===== src/rtl/key_debounce_repeat_pkg.sv =====
// key_debounce_repeat_pkg: FSM state encoding, default 50 MHz board timing, counter sizing helper
package key_debounce_repeat_pkg;
    typedef enum logic [1:0] {IDLE = 2'd0, HOLD = 2'd1, REPEAT = 2'd2} state_t;
    localparam int DEF_SYNC_STAGES = 2;
    localparam int DEF_DEBOUNCE_CYCLES = 50_000;
    localparam int DEF_HOLD_CYCLES = 25_000_000;
    localparam int DEF_REPEAT_CYCLES = 5_000_000;
    function automatic int cnt_width(input int a, input int b);
        return $clog2(a > b ? a : b) + 1;
    endfunction
endpackage


===== src/rtl/key_debounce_repeat_sync_debounce.sv =====
// key_sync_debounce: synchronises the active-low raw key and accepts a level only after it is stable
module key_sync_debounce
    import key_debounce_repeat_pkg::*;
#(
    parameter int SYNC_STAGES = DEF_SYNC_STAGES,
    parameter int DEBOUNCE_CYCLES = DEF_DEBOUNCE_CYCLES
) (
    input  logic clk,
    input  logic rst,
    input  logic in_key,
    output logic pressed,
    output logic pressed_next,
    output logic press_edge
);
    localparam int DW = cnt_width(DEBOUNCE_CYCLES, 1);
    logic [SYNC_STAGES-1:0] sync;
    logic [DW-1:0] cnt;
    logic key_dn, differ, fire;
    assign key_dn = ~sync[SYNC_STAGES-1];
    assign differ = key_dn != pressed;
    assign fire = differ && cnt == DW'(DEBOUNCE_CYCLES - 1);
    assign pressed_next = fire ? key_dn : pressed;
    assign press_edge = fire && key_dn;
    always_ff @(posedge clk) begin
        if (rst) begin
            sync <= '1;
            cnt <= '0;
            pressed <= 1'b0;
        end else begin
            sync <= {sync[SYNC_STAGES-2:0], in_key};
            cnt <= (differ && !fire) ? cnt + 1'b1 : '0;
            pressed <= pressed_next;
        end
    end
endmodule


===== src/rtl/key_debounce_repeat.sv =====
// key_debounce_repeat: debounced key to single-cycle press pulses with hold-delayed auto-repeat
module key_debounce_repeat
    import key_debounce_repeat_pkg::*;
#(
    parameter int SYNC_STAGES = DEF_SYNC_STAGES,
    parameter int DEBOUNCE_CYCLES = DEF_DEBOUNCE_CYCLES,
    parameter int HOLD_CYCLES = DEF_HOLD_CYCLES,
    parameter int REPEAT_CYCLES = DEF_REPEAT_CYCLES,
    parameter int REPEAT_EN = 1
) (
    input  logic clk,
    input  logic rst,
    input  logic in_key,
    output logic out_key,
    output logic pressed,
    output logic repeating
);
    localparam int CW = cnt_width(HOLD_CYCLES, REPEAT_CYCLES);
    state_t state, state_n;
    logic [CW-1:0] hold_cnt, hold_n, rep_cnt, rep_n;
    logic out_n, repeating_n, pressed_next, press_edge;
    key_sync_debounce #(
        .SYNC_STAGES(SYNC_STAGES),
        .DEBOUNCE_CYCLES(DEBOUNCE_CYCLES)
    ) u_db (
        .clk(clk),
        .rst(rst),
        .in_key(in_key),
        .pressed(pressed),
        .pressed_next(pressed_next),
        .press_edge(press_edge)
    );
    always_ff @(posedge clk) begin
        if (rst) begin
            state <= IDLE;
            hold_cnt <= '0;
            rep_cnt <= '0;
            out_key <= 1'b0;
            repeating <= 1'b0;
        end else begin
            state <= state_n;
            hold_cnt <= hold_n;
            rep_cnt <= rep_n;
            out_key <= out_n;
            repeating <= repeating_n;
        end
    end
    always_comb begin
        state_n = state;
        hold_n = hold_cnt;
        rep_n = rep_cnt;
        out_n = 1'b0;
        repeating_n = repeating;
        case (state)
            IDLE: begin
                repeating_n = 1'b0;
                if (press_edge) begin
                    out_n = 1'b1;
                    hold_n = '0;
                    state_n = HOLD;
                end
            end
            HOLD: begin
                if (!pressed_next) state_n = IDLE;
                else if (hold_cnt != CW'(HOLD_CYCLES - 1)) hold_n = hold_cnt + 1'b1;
                else if (REPEAT_EN != 0) begin
                    out_n = 1'b1;
                    repeating_n = 1'b1;
                    rep_n = '0;
                    state_n = REPEAT;
                end
            end
            REPEAT: begin
                if (!pressed_next) begin
                    state_n = IDLE;
                    repeating_n = 1'b0;
                end else if (rep_cnt == CW'(REPEAT_CYCLES - 1)) begin
                    out_n = 1'b1;
                    rep_n = '0;
                end else rep_n = rep_cnt + 1'b1;
            end
            default: begin
                state_n = IDLE;
                repeating_n = 1'b0;
            end
        endcase
    end
endmodule


===== config.mk =====
export PLATFORM = sky130hd
export DESIGN_NAME = key_debounce_repeat
export DESIGN_NICKNAME = d
export VERILOG_FILES = /design/src/rtl/key_debounce_repeat_pkg.sv /design/src/rtl/key_debounce_repeat_sync_debounce.sv /design/src/rtl/key_debounce_repeat.sv
export SDC_FILE = /design/constraint.sdc
export NUM_CORES = 1
export LEC_CHECK = 0
export ABC_CLOCK_PERIOD_IN_PS = 4000
export BUFFER_PORTS_ARGS = -buffer_cell sky130_fd_sc_hd__buf_4
export CORE_MARGIN = 2
export CORE_UTILIZATION = 35
export CTS_CLUSTER_SIZE = 25
export DETAILED_ROUTE_END_ITERATION = 6
export GPL_TIMING_DRIVEN = 0
export PLACE_DENSITY = 0.47
export SYNTH_ARGS = -nofsm -noshare
export SYNTH_HDL_FRONTEND = slang
export SYNTH_SLANG_ARGS = --single-unit

===== constraint.sdc =====
create_clock -name clk -period 4 [get_ports clk]
set_input_delay 0 -clock clk [delete_from_list [all_inputs] [get_ports clk]]
set_output_delay 0 -clock clk [all_outputs]
set_load 0.005 [all_outputs]

==> results of run 1 <==
layout by cell type, fill, tap and decap left out, drive strengths merged, types with 2 or more instances in the layout:
| cell type | n |
|---|---|
| dfxtp | 76 |
| nand3 | 53 |
| nor2 | 46 |
| nand2 | 42 |
| clkbuf | 26 |
| a31oi | 22 |
| and3 | 20 |
| a21oi | 20 |
| o21ai | 20 |
| buf | 17 |
| inv | 16 |
| nand4 | 13 |
| a311oi | 13 |
| nor3 | 11 |
| or4 | 11 |
| nor4 | 11 |
| xnor2 | 10 |
| or2 | 8 |
| mux2i | 7 |
| ha | 7 |
| nand4b | 6 |
| a22oi | 6 |
| o32ai | 6 |
| xor2 | 5 |
| and2 | 5 |
| and4 | 4 |
| o211ai | 4 |
| a32o | 4 |
| nor4b | 3 |
| nor4bb | 3 |
| nand3b | 3 |
| bufinv | 3 |
| clkinv | 3 |
| o21a | 2 |
| o22ai | 2 |
| a211oi | 2 |
| nor3b | 2 |
| a21o | 2 |
| o31ai | 2 |
metrics by stage:
step	utilization	instances	hold slack, ps
6_report	0.410	670	133
5_1_grt	0.410	670	180
4_1_cts	0.410	670	151
3_5_place_dp	0.379	653	188
3_3_place_gp	0.379	653	185
2_1_floorplan	-	505	104
state kept, by name, indices dropped and copies added, names as in the netlist:
register / cells
u_db.sync: 2
u_db.cnt: 17
repeating: 1
out_key: 1
u_db.pressed: 1
state: 2
rep_cnt: 26
hold_cnt: 26
critical path: stages, from the launching register on:
cell and delay (ps):
dfxtp_1 330, inv_1 100, ha_1 230, buf_1 480, clkinv_1 460, nand3_1 400, clkbuf_1 520, nand3_1 150
a31oi_1 210
per-layer routing:
layer	vias up	share of wire	track usage
met4	0	0.011	0.0463
met2	52	0.46	0.307
met1	1885	0.48	0.248
met5	-	0	0
li1	1943	-	-
met3	11	0.047	0.0518
logic make-up after synthesis:
logic type,share of synthesized area
flops,0.369
buf+inv,0.0500
mux,0.0170
simple gates,0.327
fa+ha+maj,0.0212
xor+xnor,0.0318
compound gates,0.185
final timing paths:
kind | startpoint | end | slack (ps) | cells after the start
hold / removal | rst | rep_cnt[25] | 130 | 3
hold reg to reg | u_db.sync[0] | u_db.sync[1] | 410 | 1
setup reg to reg | state[1] | hold_cnt[19] | 1020 | 8
setup / recovery | state[1] | hold_cnt[19] | 1020 | 8
final cells by class:
| type | count | area [um^2] | share of cell area |
|---|---|---|---|
| well taps | 143 | 179 | 0.0380 |
| plain buffers | 29 | 146 | 0.0311 |
| inverters | 16 | 60.1 | 0.0128 |
| multi-input cells | 384 | 2400 | 0.510 |
| clock buffers | 9 | 225 | 0.0479 |
| repair buffers | 6 | 47.5 | 0.0101 |
| flip-flops and latches | 76 | 1520 | 0.323 |
| clock inverters | 7 | 124 | 0.0263 |
power by group:
group / internal [mW] / switching (mW)
Sequential: 0.763 / 0.00683
Clock: 0.614 / 0.357
Combinational: 0.0598 / 0.147
==> results.cfg, run 1 <==
[status]
status = completed

[timing]
fin_skew_ps = 11.2
setup_ws_ps = 1020
fin_crit_sh = 0.745
rsz0062_at_grt = false
fin_setup_tns_ps = 0
setup-violations-final = 0
max_slew.worst_pin.slew_ps = 1220
fmaxAchievable_mhz = 335
slew_headroom = 0.181
slew_viol_final = 0
hold_viol = 0
min_period_ps = 2980

[clocking]
cts_resized = 0
clockBufferDepth = 2
clkTransAtPathRegs_ps = 60
cts_buffers = 9
post_cts_buffers = 0
hold_buffers = 1
cts_root_buffer = clkbuf_16
cts_tree = built
clk_latency_ps = 350
ctsHtreeMaxLevel = 3
clock-sinks = 76

[route]
drt-pass1-iter-count = 4
finalWirelength_mm = 11.6
vias = 3891
drcViolationCount = 0
wl_per_cell_um = 17.3
viasPerCell = 5.81
ant_nets = 0
drt_iter0_markers = 266

[global_routing]
grt_overflow = 0
grt_max_degree = 15
grt_pass1_wl_mm = 19.0
antenna_found_initial = 0
grt_use_total = 0.188
grt_pass1_vias = 3563

[final_layout]
final_area_mm2 = 0.00470
fillers = 1193
nets = 532
n_antenna_cell = 0
layout-drive-gt1-share = 0.0892
area_growth_pct = 13.9

[critical_path]
cp-end-kind = flop
path_max_fanout = 10
required_ps = 4260
critical_path_class = flop to flop
critPathArrivalTime_ps = 3250
worst_setup_path_start_kind = flop

[yosys]
synth_edf_count = 0
yosys_most_used_dff = dfxtp_1
yosys.area.top_type = dfxtp_1
yosysSeqAreaShare = 0.369
ys_ff_latch = 76
post_synth_instance_area_mm2 = 0.00413
ys_warn_count = 0
ys_types = 57
synth-async-reset-ratio = 0
synth.top_cells.by_area = dfxtp_1, nand3_1, nor2_1
yosysTopAreaCellShare = 0.369
syn-num-nets = 515
syn_area_per_cell_um2 = 8.17
syn_inst = 505
synth.most_common_cell = dfxtp_1
yosys-top-cells-count = dfxtp_1, nand3_1, nor2_1

[placed_design]
placed_cell_area_mm2 = 0.00434
place.gp.congestion = 0.807
dpl_worst_slack_ps = 1090
io_buffer_count = 5
hpwl_mm = 8.09

[floorplanning]
initial_core_util = 0.360
rows = 39
core-area_mm2 = 0.0115
die_h_um = 113
fp.dieW_um = 113
ios = 6
dieArea_mm2 = 0.0127

[pwr]
ir_worst_vdd_mv = 0.332
p_per_area_mw_per_mm2 = 414
p_leak_nw = 1.48
power_mw = 1.95

[worst_hold_path]
min_path_type = input pin to flop

[flow_run]
cap_violations = 0
(Power assumes the default switching activity.)
==> run 2, diff against run 1 <==
--- a/config.mk
+++ b/config.mk
@@ -5,7 +5,8 @@
 export SDC_FILE = /design/constraint.sdc
 export NUM_CORES = 1
 export LEC_CHECK = 0
-export ABC_CLOCK_PERIOD_IN_PS = 4000
+export ABC_AREA = 1
+export ABC_CLOCK_PERIOD_IN_PS = 2800
 export BUFFER_PORTS_ARGS = -buffer_cell sky130_fd_sc_hd__buf_4
 export CORE_MARGIN = 2
 export CORE_UTILIZATION = 35
==> constraint.sdc (replaced) <==
create_clock -name clk -period 2.8 [get_ports clk]
set_input_delay 0 -clock clk [delete_from_list [all_inputs] [get_ports clk]]
set_output_delay 0 -clock clk [all_outputs]
set_load 0.005 [all_outputs]
==> run 2 against run 1 <==
  * Largest power group unchanged
  * Global-route usage up 0.75 points
  * Wire length rose by 16%
  * Area after synthesis rose by 17%
  * Clock skew shrank 3.4 ps
  * Via count grew 24%
  * Sequential power up 40%
  * Synthesized cell count is 58% higher
  * Critical path depth grew 4
  * Largest cell class unchanged
  * Critical endpoint is now rep_cnt[0]
  * Design area up 15%
==> results.cfg, run 2 <==
[critical_path]
r2r_setup_slack_ps = 510
r2r_start = hold_cnt[0]
path_max_fanout = 10
required_ps = 3070
critPathArrivalTime_ps = 2560
worst_setup_path_start_kind = flop
ff2ff_path_depth = 12
cp-end-kind = flop
critical_path_class = flop to flop
r2r_end = rep_cnt[0]

[timing]
hold_viol = 0
setup-violations-final = 0
fin_crit_sh = 0.817
slew_viol_final = 0
slew_headroom = 0.493
fin_skew_ps = 7.88
rsz0062_at_grt = false
max_slew.worst_pin.slew_ps = 760
setup_ws_ps = 512
fin_setup_tns_ps = 0
fmaxAchievable_mhz = 437
min_period_ps = 2290

[floorplanning]
ios = 6
die_h_um = 121
fp.dieW_um = 121
initial_core_util = 0.362
dieArea_mm2 = 0.0147
rows = 42
core-area_mm2 = 0.0133

[placed_design]
placed_cell_area_mm2 = 0.00508
place.gp.congestion = 0.941
hpwl_mm = 10.3
dpl_worst_slack_ps = 504
io_buffer_count = 5

[final_layout]
nets = 824
n_antenna_cell = 0
reg_top3 = hold_cnt (26), rep_cnt (26), u_db.cnt (17)
layout_common_cells = nand2_1, nor2_1, inv_1, dfxtp_1, nand3_1
finish.utilization = 0.406
final_area_mm2 = 0.00542
layout-drive-gt1-share = 0.0598
area_growth_pct = 12.4
final_common_cell = nand2_1

[global_routing]
antenna_found_initial = 0
grt_overflow = 0
grt_max_degree = 16
grt_use_total = 0.196
grt_pass1_vias = 4492
grt_pass1_wl_mm = 22.5

[yosys]
synth_top_family_by_area = simple AND/OR/NAND/NOR gates
synth_compound_area_frac = 0.0866
yosysSeqAreaShare = 0.315
synth.most_common_cell = nand2_1
synth-async-reset-ratio = 0
ys_types = 31
yosys_most_used_dff = dfxtp_1
yosysTopAreaCellShare = 0.315
syn_inst = 797
synthMuxAreaShare = 0
yosys-top-cells-count = nand2_1, nor2_1, inv_1
ys_ff_latch = 76
synth_xor_area_frac = 0.0436
yosys.area_share.simple = 0.439
ys_warn_count = 0
yosys.area.top_type = dfxtp_1
synth_edf_count = 0
synth.top_cells.by_area = dfxtp_1, nand2_1, nor2_1
post_synth_instance_area_mm2 = 0.00483
synth_fa_ha_area_frac = 0.0181
syn_area_per_cell_um2 = 6.06
syn-num-nets = 807

[route]
drt_iter0_markers = 315
viasPerCell = 4.84
ant_nets = 0
drt-pass1-iter-count = 5
wl_per_cell_um = 13.5
vias = 4819
finalWirelength_mm = 13.4
drcViolationCount = 0

[clocking]
cts_buffers = 9
cts_tree = built
ctsHtreeMaxLevel = 3
clock-sinks = 76
post_cts_buffers = 0
cts_root_buffer = clkbuf_16
clk_latency_ps = 340
clkTransAtPathRegs_ps = 70
clockBufferDepth = 2

[pwr]
p_leak_nw = 1.90
p_per_area_mw_per_mm2 = 447
ir_worst_vdd_mv = 0.233

[worst_hold_path]
hold_depth = 4
holdPathEnd = rep_cnt[2]
hp-start = rst
min_path_type = input pin to flop

[status]
status = completed

[flow_run]
cap_violations = 0
run 2: cell count changes in the layout (fill, tap and decap cells not counted), sizes merged, moves of 16 or more:
cell   previous run  this run
nand2            42       231
and3             20         0
xor2              5        21
nor2             46       137
a31oi            22         0
a21oi            20        63
nand3            53        77
inv              16        94
run 2: repair_timing:
action                    CTS  global route
hold endpoints to repair    1             0
resized for setup           0             0
hold buffers                1             0
run 2: critical path, cell delays in order, from the launching register on:
cell and delay, ps:
dfxtp_1 500, ha_1 320, nand2_2 110, nor2_4 140, nand3_2 90, nor2_2 140, nand2_1 90, nand2_2 100
nand3_4 170, inv_4 150, buf_6 170, nand3_1 90, a21oi_1 140
run 2: cells by family (layout without fill, tap and decap cells):
logic type,Yosys count,after routing
buffers and inverters,114,136
AOI/OAI and AO/OA,81,81
and+or+nand+nor,495,495
DFF,76,76
xor gates and xnor gates,24,24
adders and majority gates,7,7
run 2: metal layers:
| layer | vias up | global-route usage | wire, um |
|---|---|---|---|
| met5 | - | 0 | 0 |
| met4 | 0 | 0.0481 | 103 |
| met3 | 5 | 0.0428 | 436 |
| met2 | 53 | 0.311 | 5990 |
| met1 | 2190 | 0.270 | 6910 |
| li1 | 2571 | - | - |
run 2: power by group:
group | switching (mW) | total (mW) | internal, mW
registers | 0.000967 | 1.08 | 1.08
clock network | 0.514 | 1.31 | 0.795
logic | 0.0248 | 0.0332 | 0.00844
total | 0.540 | 2.43 | 1.89
run 2: area by class of cell:
type / count / area (um^2)
clock buffer: 9 / 225
fill: 1464 / 7920
multi-input combinational: 607 / 2840
sequential: 76 / 1520
tap: 176 / 220
buffer: 23 / 125
inverter: 91 / 344
timing repair buffer: 6 / 47.5
clock inverter: 7 / 105
run 2: worst max path at each step:
| stage | start | end | slack, ps | depth (start not counted) |
|---|---|---|---|---|
| after floorplan | hold_cnt[0] | rep_cnt[3] | 1040 | 13 |
| after global placement | hold_cnt[0] | rep_cnt[0] | 500 | 12 |
| after detailed placement | hold_cnt[0] | rep_cnt[0] | 500 | 12 |
| after CTS | hold_cnt[0] | rep_cnt[0] | 490 | 12 |
| after global routing | hold_cnt[0] | rep_cnt[0] | 290 | 12 |
| final | hold_cnt[0] | rep_cnt[0] | 510 | 12 |
run 2: stage by stage:
| step | hold WS (ps) | power (mW) | cells |
|---|---|---|---|
| floorplan | 104 | 1.13 | 797 |
| global placement | 190 | 1.14 | 978 |
| detailed placement | 192 | 1.14 | 978 |
| CTS | 48.5 | 2.46 | 995 |
| global route | 60.6 | 2.52 | 995 |
| finish | 64.8 | 2.43 | 995 |
